$ cat src/rtl/l2_cache_pkg.sv
// Shared types and defaults for the L2 request arbiter slice.
// Default parameter values, FSM state encoding and a modular increment helper.
package l2_cache_pkg;

  localparam int unsigned DEF_DATA_WIDTH     = 8;
  localparam int unsigned DEF_ADDR_WIDTH     = 4;
  localparam int unsigned DEF_BLOCK_SIZE     = 4;
  localparam int unsigned DEF_NUM_REQ        = 2;
  localparam int unsigned DEF_TIMEOUT_CYCLES = 64;
  localparam int unsigned GRANT_W            = $clog2(DEF_NUM_REQ);

  typedef logic [DEF_BLOCK_SIZE-1:0][DEF_DATA_WIDTH-1:0] block_t;

  typedef enum logic [1:0] {
    IDLE,
    ISSUE,
    DONE
  } arb_state_t;

  function automatic int unsigned wrap_inc(input int unsigned v, input int unsigned n);
    return (v + 1 >= n) ? 0 : v + 1;
  endfunction

endpackage

$ cat src/rtl/l2_req_arbiter_if.sv
// L1-side port of the L2 cache: the arbiter is master, the L2 is slave.
interface l2_req_arbiter_if
  import l2_cache_pkg::*;
#(
    parameter int unsigned ADDR_WIDTH = DEF_ADDR_WIDTH,
    parameter int unsigned DATA_WIDTH = DEF_DATA_WIDTH,
    parameter int unsigned BLOCK_SIZE = DEF_BLOCK_SIZE
);

    logic [ADDR_WIDTH-1:0]                 l2_addr;
    logic [BLOCK_SIZE-1:0][DATA_WIDTH-1:0] l2_wdata;
    logic                                  l2_read;
    logic                                  l2_write;
    logic [BLOCK_SIZE-1:0][DATA_WIDTH-1:0] l2_rdata;
    logic                                  l2_ready;
    logic                                  l2_hit;
    logic                                  l2_valid;

    modport master (
        output l2_addr, l2_wdata, l2_read, l2_write,
        input  l2_rdata, l2_ready, l2_hit, l2_valid
    );

    modport slave (
        input  l2_addr, l2_wdata, l2_read, l2_write,
        output l2_rdata, l2_ready, l2_hit, l2_valid
    );

endinterface

$ cat src/rtl/rr_picker.sv
// Combinational round-robin picker: first active index at or above rr_ptr_i,
// wrapping from NUM_REQ-1 back to 0.
module rr_picker
  import l2_cache_pkg::*;
#(
    parameter  int unsigned NUM_REQ = DEF_NUM_REQ,
    localparam int unsigned SEL_W   = $clog2(NUM_REQ)
) (
    input  logic [NUM_REQ-1:0] active_i,
    input  logic [SEL_W-1:0]   rr_ptr_i,
    output logic [SEL_W-1:0]   grant_o,
    output logic               any_active_o
);

    logic [SEL_W:0]   sum;
    logic [SEL_W-1:0] idx;

    always_comb begin
        grant_o      = '0;
        any_active_o = 1'b0;
        sum          = '0;
        idx          = '0;
        for (int unsigned k = 0; k < NUM_REQ; k++) begin
            sum = {1'b0, rr_ptr_i} + (SEL_W + 1)'(k);
            if (sum >= (SEL_W + 1)'(NUM_REQ)) begin
                sum = sum - (SEL_W + 1)'(NUM_REQ);
            end
            idx = sum[SEL_W-1:0];
            if (!any_active_o && active_i[idx]) begin
                any_active_o = 1'b1;
                grant_o      = idx;
            end
        end
    end

endmodule

$ cat src/rtl/l2_req_arbiter.sv
// Round-robin arbiter sharing the L2 L1-side port between NUM_REQ requesters.
// Optional watchdog on the L2 response enabled by defining L2_ARB_TIMEOUT_EN.
module l2_req_arbiter
  import l2_cache_pkg::*;
#(
    parameter int unsigned DATA_WIDTH     = DEF_DATA_WIDTH,
    parameter int unsigned ADDR_WIDTH     = DEF_ADDR_WIDTH,
    parameter int unsigned BLOCK_SIZE     = DEF_BLOCK_SIZE,
    parameter int unsigned NUM_REQ        = DEF_NUM_REQ,
    parameter int unsigned TIMEOUT_CYCLES = DEF_TIMEOUT_CYCLES
) (
    input  logic                                               clk,
    input  logic                                               rst_n,
    input  logic [NUM_REQ-1:0][ADDR_WIDTH-1:0]                 req_addr,
    input  logic [NUM_REQ-1:0][BLOCK_SIZE-1:0][DATA_WIDTH-1:0] req_wdata,
    input  logic [NUM_REQ-1:0]                                 req_read,
    input  logic [NUM_REQ-1:0]                                 req_write,
    output logic [NUM_REQ-1:0]                                 req_ready,
    output logic [BLOCK_SIZE-1:0][DATA_WIDTH-1:0]              req_rdata,
    output logic                                               req_hit,
    output logic                                               req_valid,
    output logic                                               req_error,
    output logic [$clog2(NUM_REQ)-1:0]                         grant_id,
    output logic                                               busy,
    l2_req_arbiter_if.master                                   l2
);

    localparam int unsigned SEL_W = $clog2(NUM_REQ);

    if (NUM_REQ < 2 || TIMEOUT_CYCLES < 1) begin : g_cfg_check
        $error("l2_req_arbiter: NUM_REQ must be >= 2 and TIMEOUT_CYCLES >= 1");
    end

    arb_state_t                            state_q;
    logic [SEL_W-1:0]                      rr_ptr_q;
    logic [SEL_W-1:0]                      grant_q;
    logic                                  busy_q;
    logic [ADDR_WIDTH-1:0]                 l2_addr_q;
    logic [BLOCK_SIZE-1:0][DATA_WIDTH-1:0] l2_wdata_q;
    logic                                  l2_read_q;
    logic                                  l2_write_q;
    logic [NUM_REQ-1:0]                    req_ready_q;
    logic [BLOCK_SIZE-1:0][DATA_WIDTH-1:0] req_rdata_q;
    logic                                  req_hit_q;
    logic                                  req_valid_q;

    logic [NUM_REQ-1:0] active;
    logic [SEL_W-1:0]   pick;
    logic               any_active;
    logic [SEL_W-1:0]   rr_next;

    assign active  = req_read | req_write;
    assign rr_next = SEL_W'(wrap_inc(32'(grant_q), NUM_REQ));

    rr_picker #(
        .NUM_REQ (NUM_REQ)
    ) u_picker (
        .active_i     (active),
        .rr_ptr_i     (rr_ptr_q),
        .grant_o      (pick),
        .any_active_o (any_active)
    );

`ifdef L2_ARB_TIMEOUT_EN
    localparam int unsigned CNT_W = $clog2(TIMEOUT_CYCLES + 1);

    logic [CNT_W-1:0] tmo_cnt_q;
    logic             req_error_q;
    logic             tmo_expired;

    // Counter holds the number of completed ISSUE cycles; the edge ending
    // cycle TIMEOUT_CYCLES is the one that aborts.
    assign tmo_expired = (tmo_cnt_q == CNT_W'(TIMEOUT_CYCLES - 1));
    assign req_error   = req_error_q;
`else
    assign req_error   = 1'b0;
`endif

    always_ff @(posedge clk or negedge rst_n) begin
        if (!rst_n) begin
            state_q     <= IDLE;
            rr_ptr_q    <= '0;
            grant_q     <= '0;
            busy_q      <= 1'b0;
            l2_addr_q   <= '0;
            l2_wdata_q  <= '0;
            l2_read_q   <= 1'b0;
            l2_write_q  <= 1'b0;
            req_ready_q <= '0;
            req_rdata_q <= '0;
            req_hit_q   <= 1'b0;
            req_valid_q <= 1'b0;
`ifdef L2_ARB_TIMEOUT_EN
            tmo_cnt_q   <= '0;
            req_error_q <= 1'b0;
`endif
        end else begin
            case (state_q)
                IDLE: begin
                    if (any_active) begin
                        grant_q    <= pick;
                        l2_addr_q  <= req_addr[pick];
                        l2_wdata_q <= req_wdata[pick];
                        // Read wins when both strobes are raised together.
                        l2_read_q  <= req_read[pick];
                        l2_write_q <= req_write[pick] & ~req_read[pick];
                        busy_q     <= 1'b1;
                        state_q    <= ISSUE;
`ifdef L2_ARB_TIMEOUT_EN
                        tmo_cnt_q  <= '0;
`endif
                    end
                end
                ISSUE: begin
                    if (l2.l2_ready) begin
                        req_rdata_q <= l2.l2_rdata;
                        req_hit_q   <= l2.l2_hit;
                        req_valid_q <= l2.l2_valid;
                        req_ready_q <= NUM_REQ'(1) << grant_q;
                        l2_read_q   <= 1'b0;
                        l2_write_q  <= 1'b0;
                        rr_ptr_q    <= rr_next;
                        state_q     <= DONE;
                    end
`ifdef L2_ARB_TIMEOUT_EN
                    else if (tmo_expired) begin
                        req_rdata_q <= '0;
                        req_hit_q   <= 1'b0;
                        req_valid_q <= 1'b0;
                        req_error_q <= 1'b1;
                        req_ready_q <= NUM_REQ'(1) << grant_q;
                        l2_read_q   <= 1'b0;
                        l2_write_q  <= 1'b0;
                        rr_ptr_q    <= rr_next;
                        state_q     <= DONE;
                    end else begin
                        tmo_cnt_q   <= tmo_cnt_q + CNT_W'(1);
                    end
`endif
                end
                DONE: begin
                    req_ready_q <= '0;
                    busy_q      <= 1'b0;
                    state_q     <= IDLE;
`ifdef L2_ARB_TIMEOUT_EN
                    req_error_q <= 1'b0;
`endif
                end
                default: state_q <= IDLE;
            endcase
        end
    end

    assign req_ready   = req_ready_q;
    assign req_rdata   = req_rdata_q;
    assign req_hit     = req_hit_q;
    assign req_valid   = req_valid_q;
    assign grant_id    = grant_q;
    assign busy        = busy_q;
    assign l2.l2_addr  = l2_addr_q;
    assign l2.l2_wdata = l2_wdata_q;
    assign l2.l2_read  = l2_read_q;
    assign l2.l2_write = l2_write_q;

endmodule
$ cat src/flat_wrapper.sv
// flat-port wrapper written by rule: the top's interface ports become plain ports
module l2_req_arbiter_flat import l2_cache_pkg::*;
#(
    parameter int unsigned DATA_WIDTH     = DEF_DATA_WIDTH,
    parameter int unsigned ADDR_WIDTH     = DEF_ADDR_WIDTH,
    parameter int unsigned BLOCK_SIZE     = DEF_BLOCK_SIZE,
    parameter int unsigned NUM_REQ        = DEF_NUM_REQ,
    parameter int unsigned TIMEOUT_CYCLES = DEF_TIMEOUT_CYCLES
)
  (clk, rst_n, req_addr, req_wdata, req_read, req_write, req_ready, req_rdata, req_hit, req_valid, req_error, grant_id, busy, l2_l2_addr, l2_l2_wdata, l2_l2_read, l2_l2_write, l2_l2_rdata, l2_l2_ready, l2_l2_hit, l2_l2_valid);
  l2_req_arbiter_if #(.ADDR_WIDTH(ADDR_WIDTH), .DATA_WIDTH(DATA_WIDTH), .BLOCK_SIZE(BLOCK_SIZE)) l2_i ();
  input  logic clk;
  input  logic rst_n;
  input  logic [NUM_REQ-1:0][ADDR_WIDTH-1:0] req_addr;
  input  logic [NUM_REQ-1:0][BLOCK_SIZE-1:0][DATA_WIDTH-1:0] req_wdata;
  input  logic [NUM_REQ-1:0] req_read;
  input  logic [NUM_REQ-1:0] req_write;
  output logic [NUM_REQ-1:0] req_ready;
  output logic [BLOCK_SIZE-1:0][DATA_WIDTH-1:0] req_rdata;
  output logic req_hit;
  output logic req_valid;
  output logic req_error;
  output logic [$clog2(NUM_REQ)-1:0] grant_id;
  output logic busy;
  output wire logic [$bits(l2_i.l2_addr)-1:0] l2_l2_addr;
  output wire logic [$bits(l2_i.l2_wdata)-1:0] l2_l2_wdata;
  output wire logic [$bits(l2_i.l2_read)-1:0] l2_l2_read;
  output wire logic [$bits(l2_i.l2_write)-1:0] l2_l2_write;
  input wire logic [$bits(l2_i.l2_rdata)-1:0] l2_l2_rdata;
  input wire logic [$bits(l2_i.l2_ready)-1:0] l2_l2_ready;
  input wire logic [$bits(l2_i.l2_hit)-1:0] l2_l2_hit;
  input wire logic [$bits(l2_i.l2_valid)-1:0] l2_l2_valid;
  assign l2_l2_addr = l2_i.l2_addr;
  assign l2_l2_wdata = l2_i.l2_wdata;
  assign l2_l2_read = l2_i.l2_read;
  assign l2_l2_write = l2_i.l2_write;
  assign l2_i.l2_rdata = l2_l2_rdata;
  assign l2_i.l2_ready = l2_l2_ready;
  assign l2_i.l2_hit = l2_l2_hit;
  assign l2_i.l2_valid = l2_l2_valid;
  l2_req_arbiter #(.DATA_WIDTH(DATA_WIDTH), .ADDR_WIDTH(ADDR_WIDTH), .BLOCK_SIZE(BLOCK_SIZE), .NUM_REQ(NUM_REQ), .TIMEOUT_CYCLES(TIMEOUT_CYCLES)) u_core (.clk(clk), .rst_n(rst_n), .req_addr(req_addr), .req_wdata(req_wdata), .req_read(req_read), .req_write(req_write), .req_ready(req_ready), .req_rdata(req_rdata), .req_hit(req_hit), .req_valid(req_valid), .req_error(req_error), .grant_id(grant_id), .busy(busy), .l2(l2_i));
endmodule
$ cat config.mk
export PLATFORM = sky130hd
export DESIGN_NAME = l2_req_arbiter_flat
export DESIGN_NICKNAME = d
export VERILOG_FILES = /design/src/rtl/l2_cache_pkg.sv /design/src/rtl/l2_req_arbiter_if.sv /design/src/rtl/rr_picker.sv /design/src/rtl/l2_req_arbiter.sv /design/src/flat_wrapper.sv
export SDC_FILE = /design/constraint.sdc
export NUM_CORES = 1
export LEC_CHECK = 0
export CAP_MARGIN = 10
export CORE_UTILIZATION = 35
export CTS_BUF_LIST = sky130_fd_sc_hd__clkbuf_16
export CTS_CLUSTER_SIZE = 28
export DETAILED_ROUTE_END_ITERATION = 6
export PLACE_DENSITY_LB_ADDON = 0.12
export REMOVE_ABC_BUFFERS = 1
export SYNTH_ARGS = -nofsm -noshare
export SYNTH_HDL_FRONTEND = slang
export SYNTH_SLANG_ARGS = --single-unit
$ cat constraint.sdc
create_clock -name clk -period 1.6 [get_ports clk]
set_input_delay 0.32 -clock clk [delete_from_list [all_inputs] [get_ports clk]]
set_output_delay 0.32 -clock clk [all_outputs]
set_load 0.05 [all_outputs]
==> results of run 1 <==
==> metal layers <==
metal / GRT usage [%] / vias to the layer above
li1: - / 1451
met1: 23.7 / 1460
met2: 32.4 / 92
met3: 4.22 / 8
met4: 7.13 / 0
met5: 0 / -
==> flip-flops by register name, summed over array words and instances (netlist names), 2 cells and up <==
register,count
u_core.l2.l2_wdata,32
u_core.req_rdata,32
u_core.state_q,2
u_core.req_ready,2
u_core.l2.l2_addr,4
==> worst max-delay path, cell delays in order <==
cell and delay (ns):
clkdlybuf4s50_1 0.45, nor4_2 0.34, or3_4 0.21, buf_4 0.20
a21oi_1 0.06, a21oi_1 0.15
==> power by group through the flow <==
stage	clock network, uW	logic [uW]	registers, uW
finish	2170	8230	3620
global route	2320	8710	3760
CTS	2240	8270	3620
detailed placement	0	8260	3630
global placement	0	8170	3610
floorplan	0	1910	6970
==> metrics by stage <==
stage / util (%) / power [uW] / cell area [sq um]
final: 61.0 / 14000 / 5640
after CTS: 60.9 / 14100 / 5620
after global placement: 57.4 / 11800 / 5300
after detailed placement: 57.4 / 11900 / 5300
after global routing: 61.0 / 14800 / 5640
after floorplan: - / 8880 / 3220
==> cell type report <==
cell class,count,share of cell area [%]
clock inverter,7,1.66
tap,129,2.86
clock buffer,9,3.99
multi-input combinational,211,22.2
timing repair buffer,205,34.0
sequential,79,35.1
inverter,3,0.200
==> cell families (layout without fill, tap and decap cells) <==
family / after synthesis / count (layout) / share of synthesized area [%]
AND/OR/NAND/NOR: 89 / 90 / 11.2
AO/OA/AOI/OAI: 86 / 86 / 13.4
flip-flops: 79 / 79 / 59.2
multiplexers: 34 / 34 / 12.1
buffers and inverters: 23 / 224 / 3.86
other: 1 / 1 / 0.112
==> layout by cell type, fill, tap and decap left out, types with 2 or more instances in the layout <==
| cell type | count |
|---|---|
| buf_4 | 86 |
| clkdlybuf4s50_1 | 111 |
| nand3_1 | 3 |
| a21oi_1 | 76 |
| o21ai_0 | 5 |
| bufinv_16 | 2 |
| mux2_4 | 6 |
| or2_4 | 2 |
| nor2_1 | 39 |
| nand2_1 | 38 |
| and3_1 | 2 |
| clkbuf_16 | 9 |
| inv_6 | 2 |
| nand2b_1 | 2 |
| mux2_2 | 28 |
| dfrtp_1 | 79 |
| buf_12 | 8 |
| inv_1 | 3 |
==> worst max path at each step <==
stage / start / end / slack, ns / depth (start not counted)
3_5_place_dp: l2_l2_ready / u_core.req_rdata[5]$_DFFE_PN0P_ / -0.31 / 4
4_1_cts: l2_l2_ready / u_core.req_rdata[18]$_DFFE_PN0P_ / 0.03 / 4
5_1_grt: req_write[1] / u_core.l2.l2_wdata[17]$_DFFE_PN0P_ / -0.002 / 6
6_report: req_write[1] / u_core.l2.l2_wdata[11]$_DFFE_PN0P_ / 0.12 / 6
2_1_floorplan: u_core.state_q[0]$_DFFE_PN0P_ / u_core.l2.l2_addr[0]$_DFFE_PN0P_ / -0.27 / 3
3_3_place_gp: l2_l2_ready / u_core.req_rdata[5]$_DFFE_PN0P_ / -0.29 / 4
==> reports/results.txt, run 1 <==
outcome = finished with violations
failing checks = negative hold slack
Inst Count DP = 626
Max-Cap Viols = 0
Post-DRT Antenna Nets = 0
type of the worst setup path = in -> reg
core area = 9240 sq um
WL met1 = 3.87 mm
final setup vio count = 0
pin count of the biggest net entering global routing = 80
min-delay worst type = in -> async
multi-input logic area = 1250 sq um
final hold viol count = 2
Fillers = 817
Psw = 6740 uW
Die Y = 99.6 um
uppermost layer routed = met4
H-Tree Depth = 3
cell count after synthesis = 312
Worst-Skew Late Latency = 0.32 ns
area leader, netlist = dfrtp_1
fraction of registers with async set/reset = 100%
Final Skew = 0.00484 ns
clk sink count = 79
first-pass GRT wire length = 14.7 mm
CTS tree = yes
fin nets = 622
Power Dens Cells = 2490 nW/um^2
initial DRC count = 53
Reg clk slew, reported paths = 0.06 ns
Startpoint Class = primary input
Final WS setup = 0.117 ns
root buf cell = clkbuf_16
r2r startpoint = u_core.state_q[1]$_DFFE_PN0P_
post-CTS sizing = 0
Vias = 3011
IO buf count = 188
diode count = 0
RSZ-0062 raised after global routing = true
Worst Path Max Fanout = 14
Clock power frac = 15.5%
TritonCTS Buffers = 9
top-area cell type share of the netlist area = 59.2%
register share of total power = 25.8%
Cell variety after synth = 28
EDFF count, synth = 0
dpl hpwl = 6.52 mm
DIE AREA = 9930 sq um
Final Non-Filler Cells = 643
CP endpoint kind = register
GRT Util Overall = 19.0%
Mapped Area = 3340 sq um
initial antenna violation count = 0
gp weighted congestion = 0.754
WL final = 9.36 mm
DRC viols = 0
Routed met3 length = 514 um
WL met2 = 4.87 mm
Initial Util = 36.1%
hold slack = -0.00401 ns
Int Power = 7270 uW
# IOs = 190
Comb power frac = 58.7%
cell with the most instances after synthesis = dfrtp_1
Rows = 35
leak pwr = 0.00253 uW
pre-CTS setup slack = -0.305 ns
syn_area_per_cell = 10.7 sq um
Worst Path Arrival = 1.73 ns
max-slew violation count = 0
fin crit share = 92.7%
fmax = 674 MHz
switching share of power = 48.1%
flip-flop and latch area = 1980 sq um
Post-CTS Hold Fix Bufs = 0
Setup TNS Final = 0 ns
Synth area leaders = dfrtp_1 (59%), a21oi_1 (11%), mux2_2 (9.4%), nor2_1 (4.4%), nand2_1 (4.3%)
vias per cell = 4.68
Top FF cell, synth = dfrtp_1
TritonRoute pass-1 iters = 4
Die W = 99.6 um
Seq/Total Area, Yosys = 59.2%
RR Endpoint = u_core.l2.l2_wdata[17]$_DFFE_PN0P_
area grow syn2layout = 69.0%
synth cell count leaders = dfrtp_1 (79), a21oi_1 (76), nor2_1 (39)
FF-to-FF setup slack = 0.14 ns
layout cells sized above 1 = 29.4%
VDD IR max = 1040 uV
Worst Path Required = 1.85 ns
# Post-CTS Setup Buffers = 0
Wirelength per Cell = 14.6 um
number of global-route vias before repair = 3023
post-layout min period = 1.48 ns
worst reg-to-reg path cell count = 5
CTS max path bufs = 2
Yosys warnings = 0
total global routing overflow = 0
#FFs+latches synth = 79
No activity file was read; power rests on OpenSTA's default activity.
==> inputs of run 2 (changes only) <==
Settings changed: CTS_BUF_LIST sky130_fd_sc_hd__clkbuf_16 to unset.
==> reports/results.txt, run 2 (same netlist as run 1, synthesis figures left out) <==
fin crit share = 92.4%
most common cell after layout, fill and taps aside = clkdlybuf4s50_1
layout cells sized above 1 = 29.3%
Max-Cap Viols = 0
VDD IR max = 1010 uV
gp weighted congestion = 0.754
outcome = completed
Worst Path Arrival = 1.71 ns
hold slack = 0.505 ns
WL final = 9.38 mm
vias per cell = 4.66
CP endpoint kind = register
area grow syn2layout = 66.2%
pin count of the biggest net entering global routing = 80
DP Area = 5300 sq um
number of global-route vias before repair = 2992
worst reg-to-reg path cell count = 4
Worst-Skew Late Latency = 0.34 ns
flip-flop and latch area = 1980 sq um
post-layout min period = 1.48 ns
CTS max path bufs = 2
Fillers = 822
most frequent cells in the layout = clkdlybuf4s50_1 (111), buf_4 (86), dfrtp_1 (79), a21oi_1 (76), nor2_1 (39)
final hold viol count = 0
Final Util = 60.0%
max-slew violation count = 0
total global routing overflow = 0
fmax = 677 MHz
TritonCTS Buffers = 9
Die W = 99.6 um
Reg clk slew, reported paths = 0.09 ns
Worst Path Required = 1.84 ns
Worst Path Max Fanout = 19
CTS tree = yes
initial antenna violation count = 0
Initial Util = 36.1%
H-Tree Depth = 3
RSZ-0062 raised after global routing = false
diode count = 0
Final Skew = 0.00879 ns
# IOs = 190
Die Y = 99.6 um
IO buf count = 188
final setup vio count = 0
Startpoint Class = primary input
# Post-CTS Setup Buffers = 0
Vias = 2998
TritonRoute pass-1 iters = 4
min-delay worst type = in -> reg
dpl hpwl = 6.52 mm
Wirelength per Cell = 14.6 um
Power Dens Cells = 2430 nW/um^2
first-pass GRT wire length = 14.6 mm
type of the worst setup path = in -> reg
GRT Util Overall = 18.9%
WHS Path Cells = 3
DIE AREA = 9930 sq um
root buf cell = clkbuf_8
core area = 9240 sq um
DRC viols = 0
clk sink count = 79
Rows = 35
Post-DRT Antenna Nets = 0
fin nets = 623
leak pwr = 0.00248 uW
Final Instance Area = 5550 sq um
initial DRC count = 50
multi-input logic area = 1250 sq um
[run 2: final cells by class]
cell class / instances / share of cell area [%]
flip-flops and latches: 79 / 35.6
repair buffers: 206 / 34.7
multi-input cells: 211 / 22.6
well taps: 129 / 2.91
clock buffers: 10 / 2.30
clock inverters: 6 / 1.62
inverters: 3 / 0.203
[run 2: power by group]
group | internal, uW | switching [uW] | leakage [uW]
logic | 2880 | 5340 | 0.00146
clock network | 888 | 741 | 0.000107
registers | 3020 | 596 | 0.000913
total | 6790 | 6680 | 0.00248
[run 2: metal layers]
layer  up-vias  routed length (um)  track usage [%]
met1      1448                3950             23.8
met3         7                 502             4.64
li1       1451                   -                -
met4         0                  78             6.45
met2        92                4840             31.8
met5         -                   0                0
[run 2: final timing paths]
| path | slack [ns] | start | end |
|---|---|---|---|
| min in group asynchronous | 0.54 | rst_n | u_core.req_rdata[31]$_DFFE_PN0P_ |
| max in group asynchronous | 0.71 | rst_n | u_core.l2.l2_addr[2]$_DFFE_PN0P_ |
| min | 0.51 | req_wdata[7] | u_core.l2.l2_wdata[7]$_DFFE_PN0P_ |
| max | 0.12 | l2_l2_ready | u_core.l2.l2_read$_DFFE_PN0P_ |
| min reg2reg | 0.51 | u_core.req_rdata[27]$_DFFE_PN0P_ | u_core.req_rdata[27]$_DFFE_PN0P_ |
| max reg2reg | 0.13 | u_core.state_q[1]$_DFFE_PN0P_ | u_core.l2.l2_read$_DFFE_PN0P_ |
[run 2: per-stage QoR]
stage / instances / power, uW / TNS, ns / worst slack (ns)
finish: 644 / 13500 / 0 / 0.122
global route: 644 / 14200 / 0 / 0.0164
global placement: 626 / 11800 / -18.68 / -0.293
detailed placement: 626 / 11900 / -19.36 / -0.305
floorplan: 292 / 8880 / -10.28 / -0.266
CTS: 642 / 13600 / 0 / 0.0572
[run 2: critical path, stage by stage]
cell and delay [ns]:
clkdlybuf4s50_1 0.49, nand2b_1 0.14, or2_4 0.40, and3_1 0.21, a21o_1 0.14
[run 2: repair_timing]
action,4_1_cts,5_1_grt
gates resized for setup,0,3
endpoints found under the setup margin,0,41
hold endpoints to repair,0,2
hold buffers,0,1
